===== config.mk =====
export PLATFORM = sky130hd
export DESIGN_NAME = iobus_timer_responder
export DESIGN_NICKNAME = d
export VERILOG_FILES = /design/src/rtl/iobus_timer_responder.sv
export SDC_FILE = /design/constraint.sdc
export NUM_CORES = 1
export LEC_CHECK = 0
export ABC_AREA = 1
export CAP_MARGIN = 20
export CORE_ASPECT_RATIO = 0.6
export CORE_UTILIZATION = 40
export DETAILED_ROUTE_END_ITERATION = 8
export PLACE_DENSITY = 0.62
export SETUP_SLACK_MARGIN = 0.1
export SLEW_MARGIN = 30
export SYNTH_ARGS = -nofsm -noshare
export SYNTH_HDL_FRONTEND = slang
export SYNTH_SLANG_ARGS = --single-unit

===== constraint.sdc =====
create_clock -name CLK -period 5.05 [get_ports CLK]
set_input_delay 0.505 -clock CLK [delete_from_list [all_inputs] [get_ports CLK]]
set_output_delay 0.505 -clock CLK [all_outputs]
set_load 0.005 [all_outputs]

===== src/rtl/iobus_timer_responder.sv =====
// IOBUS countdown timer: CTRL/LOAD/COUNT/STATUS window, prescaled tick, level interrupt on expiry.
// Reads are combinational (zero latency); writes land on the strobe edge; no backpressure, always ready.
module iobus_timer_responder #(
    parameter logic [31:0] BASE_ADDR = 32'h1100_0100,
    parameter int          PRESCALE  = 1,
    parameter int          CNT_W     = 32
) (
    input  logic        CLK,
    input  logic        RESET_N,
    input  logic [31:0] IOBUS_ADDR,
    input  logic [31:0] IOBUS_OUT,
    input  logic        IOBUS_WR,
    output logic [31:0] IOBUS_IN,
    output logic        INTR
);

    typedef enum logic [1:0] {IDLE, RUN, DONE} state_t;

    localparam logic [15:0] PRE_LAST = 16'(PRESCALE - 1);

    state_t           state, state_nxt;
    logic             auto_reload, int_en, expired;
    logic [CNT_W-1:0] load_val, count;
    logic [15:0]      pre;

    logic       hit, ctrl_wr, load_wr, status_wr;
    logic       tick, stop, start, run_tick, expire;
    logic [1:0] sel;
    logic       unused_bits;

    assign hit       = (IOBUS_ADDR[31:4] == BASE_ADDR[31:4]);
    assign sel       = IOBUS_ADDR[3:2];
    assign ctrl_wr   = IOBUS_WR && hit && (sel == 2'd0);
    assign load_wr   = IOBUS_WR && hit && (sel == 2'd1);
    assign status_wr = IOBUS_WR && hit && (sel == 2'd3);

    assign tick  = (state == RUN) && (pre == PRE_LAST);
    assign stop  = ctrl_wr && !IOBUS_OUT[0];
    assign start = ctrl_wr && IOBUS_OUT[0] && (state != RUN);
    // A stop write on a tick edge freezes COUNT; the tick is dropped.
    assign run_tick = tick && !stop;
    assign expire   = run_tick && (count == '0);

    assign unused_bits = ^{IOBUS_ADDR[1:0], IOBUS_OUT};

    always_comb begin
        state_nxt = state;
        if (stop)
            state_nxt = IDLE;
        else if (start)
            state_nxt = RUN;
        else if (expire && !auto_reload)
            state_nxt = DONE;
    end

    always_ff @(posedge CLK) begin
        if (!RESET_N) begin
            state       <= IDLE;
            auto_reload <= 1'b0;
            int_en      <= 1'b0;
            expired     <= 1'b0;
            load_val    <= '0;
            count       <= '0;
            pre         <= '0;
        end else begin
            state <= state_nxt;

            if (ctrl_wr) begin
                auto_reload <= IOBUS_OUT[1];
                int_en      <= IOBUS_OUT[2];
            end

            if (load_wr)
                load_val <= IOBUS_OUT[CNT_W-1:0];

            if (start)
                count <= load_val;
            else if (run_tick) begin
                if (count != '0)
                    count <= count - CNT_W'(1);
                else if (auto_reload)
                    count <= load_val;
            end

            // Prescaler only advances while staying in RUN; wraps on tick.
            if ((state == RUN) && (state_nxt == RUN) && !tick)
                pre <= pre + 16'd1;
            else
                pre <= '0;

            // Expiry beats a simultaneous write-1-to-clear.
            if (expire)
                expired <= 1'b1;
            else if (status_wr && IOBUS_OUT[0])
                expired <= 1'b0;
        end
    end

    always_comb begin
        IOBUS_IN = '0;
        if (hit) begin
            case (sel)
                2'd0:    IOBUS_IN[2:0]       = {int_en, auto_reload, state == RUN};
                2'd1:    IOBUS_IN[CNT_W-1:0] = load_val;
                2'd2:    IOBUS_IN[CNT_W-1:0] = count;
                default: IOBUS_IN[0]         = expired;
            endcase
        end
    end

    assign INTR = expired && int_en;

endmodule


==> impl_metrics.toml <==
[grt]
antenna_found_initial = 0
grt_use_total = 0.2433
overflow = 0
grt_max_degree = 52
grt_pass1_wl_mm = 27.70
grt_pass1_vias = 5228

[timing]
setup_viol = 0
worst-slew-pin-transition_ps = 775.5
skew_ps = 8.403
rsz0062_at_grt = "false"
slew_violations = 0
fin_tns_setup_ps = 0
max_freq_ghz = 0.2848
relSlewSlack = 0.4830
hold_viol = 0
min_period_ps = 3511
fin_crit_sh = 0.6953

[logic_synthesis]
async_reset_ff_frac = 0
ys_seq_elements = 85
synthTopCellsByArea = "dfxtp_1, nand2_1, nor2_1"
synthDistinctLibCells = 40
ys_seq_area_frac = 0.2983
syn_area_mm2 = 0.005704
yosysWarnings = 0
syn_nets = 992
yosys-top-cells-count = "nand2_1, nor2_1, dfxtp_1"
synth_ff_type = "dfxtp_1"
synth_cells = 916
synth_edf_count = 0
yosysMostFrequentCell = "nand2_1"
yosys.area.top_type = "dfxtp_1"
synth.top_cell.area_share = 0.2983
syn_area_per_cell_um2 = 6.227

[cts]
cts_buffers = 9
clkTransAtPathRegs_ps = 60
clock_path_buffers = 2
cts-hold-fix-buffers = 0
cts_tree = "done"
cts.repair.resized = 0
cts_setup_buffers = 0
htreeDepth = 3
cts.sinks = 85
clock_latency_ps = 340
cts-root-buf = "clkbuf_16"

[floorplanning]
rows = 33
chipWidth_um = 156.2
die_h_um = 94.50
ios = 100
start_util = 0.4136
die_area_mm2 = 0.01476
fp.coreArea_mm2 = 0.01379

[critical_path]
critPathArrivalTime_ps = 3010
r2r_cells = 10
worstPathCellList = "clkdlybuf4s50_1 > inv_1 > ha_1 > buf_4 > nand2_1 > a311oi_1 > clkdlybuf4s50_1"
worstSetupPathType = "in -> out"
reg2reg_slack_ps = 2520
setup.worst_path.start = "IOBUS_ADDR[3]"
cp_max_fo = 19
rr_startpoint = "count[23]$_SDFFE_PN0P_"
cp_slowest_cell = "ha_1"
critPathLaunchType = "input port"
path_common_cell = "clkdlybuf4s50_1"
endpoint_kind = "output port"
cpPeakStageDelay_ps = 570
r2r-end = "count[25]$_SDFFE_PN0P_"
cp.required_ps = 4550
path_buf_inv = 4
cp_top_family = "buffers and inverters"

[pwr]
p_seq_frac = 0.470
p_comb_frac = 0.067
p_switching_w = 0.0003221
power.total_w = 0.001424
p_per_area_mw_per_mm2 = 202.6
sw_frac_of_total = 0.2261
power.leakage_nw = 2.883
p_int_w = 0.001102
ir_worst_vdd_mv = 0.1484
power_frac_clock = 0.462

[hold_path]
hold_class = "reg -> reg"
hold_depth = 1
whs_endpoint = "pre[0]$_SDFF_PN0_"
hold_path.startpoint = "pre[0]$_SDFF_PN0_"

[cells_and_area]
drive_gt1_frac = 0.07723
design_area_mm2 = 0.007030
regArea_mm2 = 0.001702
n_fill_cell = 1449
syn2layout_area_growth_pct = 23.25
diodes = 0
nets = 1069
multi_input_area_mm2 = 0.003456

[drt]
num_vias = 5844
via_per_inst = 4.915
drt_wl_total_mm = 16.86
drtIter0Drc = 470
dr.pass1.iters = 5
wl_per_cell_um = 14.18
postRouteAntennaNets = 0
drc = 0

[flow_run]
drv_cap = 0

[placement]
postPlaceCellArea_mm2 = 0.006740
place.gp.congestion = 0.9335
post-dp-hpwl_mm = 12.48
portBuffers = 97

[status]
run_status = "finished, final reports clean"
[cell families (layout without fill, tap and decap cells)]
logic type,after synthesis,in the layout,share of synthesized area
simple gates,559,559,0.4293
buf+inv,123,204,0.09585
compound gates,112,112,0.1138
flops,85,85,0.2983
xor+xnor,28,28,0.04299
fa+ha+maj,9,9,0.01974
[per-layer routing]
layer,track usage,part of all wire,up-vias
li1,-,-,3055
met1,0.3927,0.56,2580
met2,0.3192,0.35,195
met3,0.04543,0.083,14
met4,0.04984,0.0082,0
met5,0,0,-
[worst reg2reg max path, delay by kind of cell, from the launching register on]
kind / cells / cell delay [ps]
DFF: 1 / 370
buffers and inverters: 1 / 190
AOI/OAI and AO/OA: 1 / 140
and+or+nand+nor: 8 / 1750
[metrics by stage]
step                hold WS [ps]    util  cells  worst slack [ps]
global placement           453.9  0.4888   1174              1429
finish                     472.6  0.5098   1189              1539
CTS                        475.9  0.5098   1189              1520
detailed placement         461.3  0.4888   1174              1403
global route               506.9  0.5098   1189              1329
floorplan                  430.0       -    916              2915
[worst max-delay path by stage]
| stage | endpoint | cells after the start |
|---|---|---|
| 5_1_grt | IOBUS_IN[2] | 7 |
| 2_1_floorplan | IOBUS_IN[21] | 9 |
| 3_3_place_gp | load_val[0]$_SDFFE_PN0P_ | 9 |
| 3_5_place_dp | load_val[0]$_SDFFE_PN0P_ | 9 |
| 4_1_cts | IOBUS_IN[1] | 7 |
| 6_report | IOBUS_IN[1] | 7 |
[power by group through the flow]
stage	registers, W	clock network [W]	logic [W]
after CTS	0.000670	0.000670	0.0000957
after global placement	0.000685	0	0.0000954
after floorplan	0.000685	0	0.0000283
after detailed placement	0.000685	0	0.0000952
final	0.000670	0.000659	0.0000955
after global routing	0.000670	0.000700	0.000104
[flip-flops by register name, indices dropped and copies added (netlist names)]
signal       cells
int_en           1
auto_reload      1
state            2
load_val        32
expired          1
count           32
pre             16
[layout by cell type, fill, tap and decap left out, types with 7 or more instances in the layout]
master,count
dfxtp_1,85
o21ai_0,25
ha_1,9
clkdlybuf4s50_1,97
nor2_2,19
nand3_1,46
a21oi_1,55
clkbuf_16,9
xor2_1,19
a211oi_1,15
a21oi_2,10
nand4_1,18
nand2_1,285
buf_4,7
inv_1,80
xnor2_1,9
nor2_1,154
[final cells by class]
type | count | area share
Clock buffer | 9 | 0.03203
Clock inverter | 6 | 0.009254
Inverter | 85 | 0.04538
Multi-Input combinational cell | 708 | 0.4915
Sequential cell | 85 | 0.2420
Tap cell | 192 | 0.03417
Timing Repair Buffer | 104 | 0.1456
No activity file was read; power rests on OpenSTA's default activity.
